$ cat config.mk
export PLATFORM = sky130hd
export DESIGN_NAME = oam_dma_engine
export DESIGN_NICKNAME = d
export VERILOG_FILES = /design/src/rtl/oam_dma_engine.sv
export SDC_FILE = /design/constraint.sdc
export NUM_CORES = 1
export LEC_CHECK = 0
export ABC_AREA = 0
export BUFFER_PORTS_ARGS = -buffer_cell sky130_fd_sc_hd__buf_2
export CORE_MARGIN = 5
export CORE_UTILIZATION = 52
export CTS_CLUSTER_SIZE = 30
export DETAILED_ROUTE_END_ITERATION = 10
export PLACE_DENSITY = 0.86
export RECOVER_POWER = 100
export SLEW_MARGIN = 20
export SYNTH_ARGS = -nofsm -noshare
export SYNTH_HDL_FRONTEND = slang
export SYNTH_SLANG_ARGS = --single-unit
$ cat constraint.sdc
create_clock -name CLK -period 3.3 [get_ports CLK]
set_input_delay 0.165 -clock CLK [delete_from_list [all_inputs] [get_ports CLK]]
set_output_delay 0.165 -clock CLK [all_outputs]
set_load 0.02 [all_outputs]
$ cat src/rtl/oam_dma_engine.sv
// OAM DMA engine: copies one LEN-byte source page into the OAM, starting at a latched
// destination index, while holding the CPU stalled.
module oam_dma_engine #(
   parameter int                ADDR_W    = 16,
   parameter int                DATA_W    = 8,
   parameter int                LEN       = 256,
   parameter logic [ADDR_W-1:0] TRIG_ADDR = 16'h4014,
   parameter bit                ALIGN_EN  = 1'b1
) (
   input  logic                   CLK,
   input  logic                   RESET_n,
   input  logic                   ENABLE,
   input  logic [ADDR_W-1:0]      CPU_ADDR,
   input  logic [DATA_W-1:0]      CPU_DATA,
   input  logic                   CPU_RW_n,
   input  logic [$clog2(LEN)-1:0] DEST_BASE,
   input  logic                   ABORT,
   output logic                   CPU_HALT,
   output logic [ADDR_W-1:0]      DMA_ADDR,
   output logic                   DMA_RDEN,
   input  logic [DATA_W-1:0]      DMA_RDATA,
   output logic                   DMA_WRITE,
   output logic [$clog2(LEN)-1:0] DMA_WADDR,
   output logic [DATA_W-1:0]      DMA_WDATA,
   output logic                   DMA_ACTIVE,
   output logic                   DMA_DONE
);

   localparam int IDX_W  = $clog2(LEN);
   localparam int PAGE_W = ADDR_W - IDX_W;
   localparam logic [IDX_W-1:0] IDX_LAST = IDX_W'(LEN - 1);
   localparam logic [IDX_W-1:0] IDX_ONE  = IDX_W'(1);

   typedef enum logic [2:0] {
      ST_IDLE  = 3'd0,
      ST_HALT  = 3'd1,
      ST_ALIGN = 3'd2,
      ST_READ  = 3'd3,
      ST_WRITE = 3'd4
   } state_t;

   state_t              state_r;
   logic                parity_r;
   logic [PAGE_W-1:0]   page_r;
   logic [IDX_W-1:0]    base_r;
   logic [IDX_W-1:0]    idx_r;

   logic                trigger_s;
   logic                last_s;
   logic [PAGE_W-1:0]   page_in_s;

   logic                busy_s;
   logic                rden_s;
   logic [ADDR_W-1:0]   addr_s;
   logic                write_s;
   logic [IDX_W-1:0]    waddr_s;
   logic [DATA_W-1:0]   wdata_s;
   logic                done_s;

   // The CPU's odd/even bus cycle marker simply flips on every enabled tick.
   function automatic logic parity_next(input logic cur);
      return ~cur;
   endfunction

   // Page number is the CPU data byte fitted to the page field width.
   generate
      if (DATA_W >= PAGE_W) begin : g_page_trunc
         assign page_in_s = CPU_DATA[PAGE_W-1:0];
      end else begin : g_page_zext
         assign page_in_s = {{(PAGE_W-DATA_W){1'b0}}, CPU_DATA};
      end
   endgenerate

   // Trigger decode and last-byte detect.
   always_comb begin
      trigger_s = 1'b0;
      last_s    = 1'b0;
      if ((state_r == ST_IDLE) && !CPU_RW_n && (CPU_ADDR == TRIG_ADDR)) begin
         trigger_s = 1'b1;
      end else begin
         trigger_s = 1'b0;
      end
      if (idx_r == IDX_LAST) begin
         last_s = 1'b1;
      end else begin
         last_s = 1'b0;
      end
   end

   // Transfer FSM with parity, page, base and index; everything holds while ENABLE is low.
   always_ff @(posedge CLK or negedge RESET_n) begin
      if (!RESET_n) begin
         state_r  <= ST_IDLE;
         parity_r <= 1'b0;
         page_r   <= {PAGE_W{1'b0}};
         base_r   <= {IDX_W{1'b0}};
         idx_r    <= {IDX_W{1'b0}};
      end else if (ENABLE) begin
         parity_r <= parity_next(parity_r);
         case (state_r)
            ST_IDLE: begin
               // ABORT has no meaning here, so a coincident trigger always wins.
               if (trigger_s) begin
                  page_r  <= page_in_s;
                  base_r  <= DEST_BASE;
                  idx_r   <= {IDX_W{1'b0}};
                  state_r <= ST_HALT;
               end else begin
                  state_r <= ST_IDLE;
               end
            end
            ST_HALT: begin
               if (ABORT) begin
                  state_r <= ST_IDLE;
               end else if (ALIGN_EN && parity_r) begin
                  state_r <= ST_ALIGN;
               end else begin
                  state_r <= ST_READ;
               end
            end
            ST_ALIGN: begin
               if (ABORT) begin
                  state_r <= ST_IDLE;
               end else begin
                  state_r <= ST_READ;
               end
            end
            ST_READ: begin
               if (ABORT) begin
                  state_r <= ST_IDLE;
               end else begin
                  state_r <= ST_WRITE;
               end
            end
            ST_WRITE: begin
               // The write strobed this cycle lands regardless; only the follow-on is cancelled.
               if (ABORT || last_s) begin
                  state_r <= ST_IDLE;
               end else begin
                  idx_r   <= idx_r + IDX_ONE;
                  state_r <= ST_READ;
               end
            end
            default: begin
               state_r <= ST_IDLE;
            end
         endcase
      end
   end

   // Moore output decode from the registered state; strobes are masked on idle ticks.
   always_comb begin
      busy_s  = 1'b0;
      rden_s  = 1'b0;
      addr_s  = {ADDR_W{1'b0}};
      write_s = 1'b0;
      waddr_s = {IDX_W{1'b0}};
      wdata_s = {DATA_W{1'b0}};
      done_s  = 1'b0;
      case (state_r)
         ST_IDLE: begin
            busy_s = 1'b0;
         end
         ST_HALT, ST_ALIGN: begin
            busy_s = 1'b1;
         end
         ST_READ: begin
            busy_s = 1'b1;
            rden_s = ENABLE;
            addr_s = {page_r, idx_r};
         end
         ST_WRITE: begin
            busy_s  = 1'b1;
            write_s = ENABLE;
            waddr_s = base_r + idx_r;
            wdata_s = DMA_RDATA;
            done_s  = ENABLE & last_s & ~ABORT;
         end
         default: begin
            busy_s = 1'b0;
         end
      endcase
   end

   assign CPU_HALT   = busy_s;
   assign DMA_ACTIVE = busy_s;
   assign DMA_RDEN   = rden_s;
   assign DMA_ADDR   = addr_s;
   assign DMA_WRITE  = write_s;
   assign DMA_WADDR  = waddr_s;
   assign DMA_WDATA  = wdata_s;
   assign DMA_DONE   = done_s;

endmodule

* Word level (Yosys, flattened, before mapping) *
Index checks and enable logic that the tools add are counted.
Widths: inputs -> output; s select.

operators by class
  order comparisons = 0
  mux-type cells = 19
  reduce and logical (&&, ||, !) cells = 9
  shift-type cells = 0
  eq/ne operators = 8
  multipliers = 0
  bitwise logic cells = 4
  $add $sub $neg = 2
  div/mod/pow operators = 0

operators by type and width
  kind                  number
  $mux 8                4
  $eq 16x15->1 const B  1
  $mux 16               1
  $pmux 8 s2            1
  $pmux 3 s5            1
  $add 8x1->8 const B   1
  $add 8x8->8           1
  $eq 8x8->1 const B    1
  $mux 1                8
  $eq 3x2->1 const B    2
  $mux 2                3
  $ne 2x2->1 const B    2
  $reduce_and 4->1      1
  $reduce_or 4->1       1
  $eq 3x1->1 const B    1
  $eq 3x3->1 const B    1
  $logic_not 3->1       1
  $mux 3                1
  $reduce_and 3->1      1
  $and 1x1->1           2
  $logic_and 1x1->1     2
  $not 1->1             2
  $reduce_bool 2->1     1
  $logic_not 1->1       1
  $logic_or 1x1->1      1

storage, ports and cells
  register bits = 28
  memory bits (writable) = 0
  bits in latches = 0
  memories kept = 0
  ROM bits = 0

* Logic depth before layout (Yosys ltp) *
  depth in word-level cells = 6
  gate-level depth with buffers = 6

* Least setup slack after synthesis *
OpenSTA, ideal clock, no wires.

  path kind = register to output
  start point = reg idx_r[0]
  end point = out DMA_WADDR[4]
  arrival = 1.888 ns
  path slack = 1.247 ns
  cell stages (with the launch flop) = 6
  required time = 3.135 ns
  buffers on the path = 0
  cells stage by stage = dfrtp_1 > ha_1 > fa_1 > a21oi_1 > o21ai_0 > nor3b_1

on the way
  word-level cells in the longest chain between the ends = 2

RTL lines
  item                      line  source
  start: declaration        46    logic [IDX_W-1:0] idx_r;
  start signal: assignment  97    idx_r <= {IDX_W{1'b0}};
  start signal: assignment  106   idx_r <= {IDX_W{1'b0}};
  start signal: assignment  140   idx_r <= idx_r + IDX_ONE;
  $add 8x8->8               175   waddr_s = base_r + idx_r;
  $mux 8                    160   case (state_r)
  end: declaration          23    output logic [$clog2(LEN)-1:0] DMA_WADDR,

Every way passes these cells.

* Worst setup path after layout *
  start point = reg state_r[2]
  end point = out DMA_WADDR[5]

on the way
  word-level cells in the longest chain between the ends = 2

RTL lines
  item                      line  source
  start: declaration        42    state_t state_r;
  start signal: assignment  93    state_r <= ST_IDLE;
  start signal: assignment  107   state_r <= ST_HALT;
  start signal: assignment  109   state_r <= ST_IDLE;
  $eq 3x3->1                160
  $mux 8                    160

Every way passes these cells.

==> impl_metrics.tcl <==
set metrics [dict create \
    status "finished clean" \
    root_buffer "clkbuf_8" \
    p_seq_frac 0.509 \
    yosysMostFrequentCell "dfrtp_1" \
    yosys_warnings 0 \
    clock_skew_ns 0.002749 \
    worstMarginPinSlew_ns 1.470 \
    drv_cap 0 \
    dp_slack_ns 1.099 \
    path_max_fanout 17 \
    cts_made_buffers 3 \
    clkSlewWorstSetupHoldPaths_ns 0.09 \
    core_um2 3633 \
    cellPowerDensity_nw_per_um2 309.1 \
    synth_nets 254 \
    place.port_buffers 81 \
    ys_seq_area_frac 0.3639 \
    async_flop_share 1.000 \
    drive_above_1_share 0.2482 \
    die_x_um 70.85 \
    grt_pass1_vias 1761 \
    finalSetupViolCount 0 \
    synthTopCellsByCount "dfrtp_1 (28), and2_1 (25), nand2_1 (16), mux2_1 (13), o21ai_0 (11)" \
    cp_data_arrival_time_ns 2.57 \
    grt_max_degree 29 \
    synth_top_area_share 0.3639 \
    rsz0062_at_grt "false" \
    hold_viol 0 \
    dp_hpwl_mm 3.550 \
    layout_worst_path_cycle_share 0.8291 \
    cp_data_required_time_ns 3.13 \
    clock_sinks 28 \
    worstSetupEndpointType "output port" \
    fin_tns_setup_ns 0 \
    switchingPower_w 0.0001740 \
    synth_top_flop_cell "dfrtp_1" \
    viasPerCell 5.429 \
    yosys.cell_types.count 51 \
    irDropWorstVdd_mv 0.2368 \
    cts_tree "yes" \
    drt_iter0_drc 40 \
    synth_seq_cells 28 \
    diodes 0 \
    die-area_um2 5020 \
    worstSetupPathType "register to output port" \
    start_util 0.5300 \
    antenna_found_initial 0 \
    htreeDepth 1 \
    p_sw_frac 0.2365 \
    synth_top_cell_by_area "dfrtp_1" \
    gp_congestion 0.8081 \
    finalWirelength_mm 4.586 \
    grt_pass1_wl_mm 7.728 \
    fillerInstances 340 \
    cp-start-kind "register" \
    syn_to_final_growth_pct 23.59 \
    combPwrFrac 0.127 \
    ctsLongestPathBuffers 2 \
    fmax_ghz 0.3655 \
    hp-class "input port to register" \
    maxSlewHeadroom 0.02012 \
    synth-edff-count 0 \
    cts_resized 0 \
    cellLeakagePower_nw 1.175 \
    netlist_area_um2 1926 \
    hold_ws_ns 0.08444 \
    io_pins 82 \
    drcViolationCount 0 \
    fin_nets 333 \
    postRouteAntennaNets 0 \
    rows 22 \
    ctsHoldBuffers 1 \
    syn_area_per_cell_um2 9.628 \
    dr_total_vias 1770 \
    synth.area.top_cells "dfrtp_1 (36%), and2_1 (8.1%), mux2_1 (7.6%), ha_1 (5.2%), nand2_1 (3.1%)" \
    clockPowerShare 0.365 \
    slew_violations 0 \
    dr.pass1.iters 5 \
    wl_per_cell_um 14.07 \
    grt_overflow 0 \
    p_int_w 0.0005616 \
    r2r_slack_ns 0.78 \
    period_minus_slack_ns 2.736 \
    die_h_um 70.85 \
    netlist_instances 200 \
    cts_setup_buffers 0 \
    clk_latency_ns 0.28 \
    final.setup.worst_slack_ns 0.5640 \
    grtUsageTotal 0.1874 \
]
## layout make-up
type / count / area (µm²) / area share
Clock buffer: 3 / 41.29 / 0.01735
Clock inverter: 1 / 30.03 / 0.01262
Inverter: 6 / 22.52 / 0.009464
Multi-Input combinational cell: 156 / 1129 / 0.4742
Sequential cell: 28 / 700.7 / 0.2944
Tap cell: 48 / 60.06 / 0.02524
Timing Repair Buffer: 84 / 396.6 / 0.1667
## kinds of logic after synthesis
logic type / Yosys count / share of synthesized area
simple gates: 83 / 0.2482
compound gates: 41 / 0.1546
flops: 28 / 0.3639
mux: 19 / 0.1098
buf+inv: 16 / 0.04288
fa+ha+maj: 9 / 0.06238
xor+xnor: 4 / 0.01820
## sequential cells by signal, summed over array words and instances, names as in the netlist
register  count
parity_r      1
state_r       3
base_r        8
idx_r         8
page_r        8
## stage by stage
| step | total power (W) | instances | utilization | instance area [µm²] |
|---|---|---|---|---|
| floorplan | 0.0004332 | 200 | - | 1926 |
| global placement | 0.0004738 | 321 | 0.6457 | 2346 |
| detailed placement | 0.0004756 | 321 | 0.6457 | 2346 |
| CTS | 0.0007448 | 326 | 0.6680 | 2427 |
| global route | 0.0007654 | 326 | 0.6550 | 2380 |
| finish | 0.0007355 | 326 | 0.6550 | 2380 |
## worst paths after layout
kind / startpoint / end / cells past startpoint
worst min-delay path: ABORT / state_r[1]$_DFFE_PN0P_ / 2
worst min register to register: page_r[2]$_DFFE_PN0P_ / page_r[2]$_DFFE_PN0P_ / 1
worst max-delay path: state_r[2]$_DFFE_PN0P_ / DMA_WADDR[5] / 5
min in group asynchronous: RESET_n / base_r[6]$_DFFE_PN0P_ / 2
max in group asynchronous: RESET_n / page_r[7]$_DFFE_PN0P_ / 2
worst max register to register: state_r[2]$_DFFE_PN0P_ / idx_r[6]$_DFFE_PN0P_ / 4
## placed cells by master (no fill, tap or decap), types with 2 or more instances in the layout
cell / instances
buf_2: 54
dfrtp_1: 28
clkbuf_1: 27
nand2_1: 16
and2_1: 15
mux2_1: 13
o21ai_0: 11
and2_0: 10
nor2_1: 9
o211ai_1: 8
ha_1: 8
inv_1: 6
nand3_1: 6
a21oi_1: 4
mux2_2: 4
nor3_1: 3
nor3b_1: 3
nand4_1: 3
nor4_1: 3
o31a_1: 3
clkbuf_8: 3
xnor2_1: 2
a211oi_1: 2
nand3b_1: 2
mux2i_1: 2
nor2b_1: 2
xor2_1: 2
or2_2: 2
o22ai_1: 2
or4_1: 2
buf_4: 2
## worst max-delay path: stages (launching register included)
cell and delay [ns]:
dfrtp_1 0.56, nor3b_2 0.97, buf_4 0.31, nand4b_1 0.11, o211ai_1 0.09, clkbuf_1 0.25
## layer usage
layer / GRT usage / vias to the layer above / wire, µm
li1: - / 877 / -
met5: 0 / - / 0
met1: 0.2235 / 830 / 1933
met2: 0.3357 / 54 / 2313
met3: 0.03693 / 9 / 264
met4: 0.06263 / 0 / 75
## power by group through the flow
stage	clock network, W	registers [W]	logic, W
floorplan	0	0.000373	0.0000601
global placement	0	0.000381	0.0000925
detailed placement	0	0.000381	0.0000944
CTS	0.000275	0.000374	0.0000961
global route	0.000283	0.000377	0.000105
finish	0.000268	0.000374	0.0000931
Power figures use the tool's default switching activity.
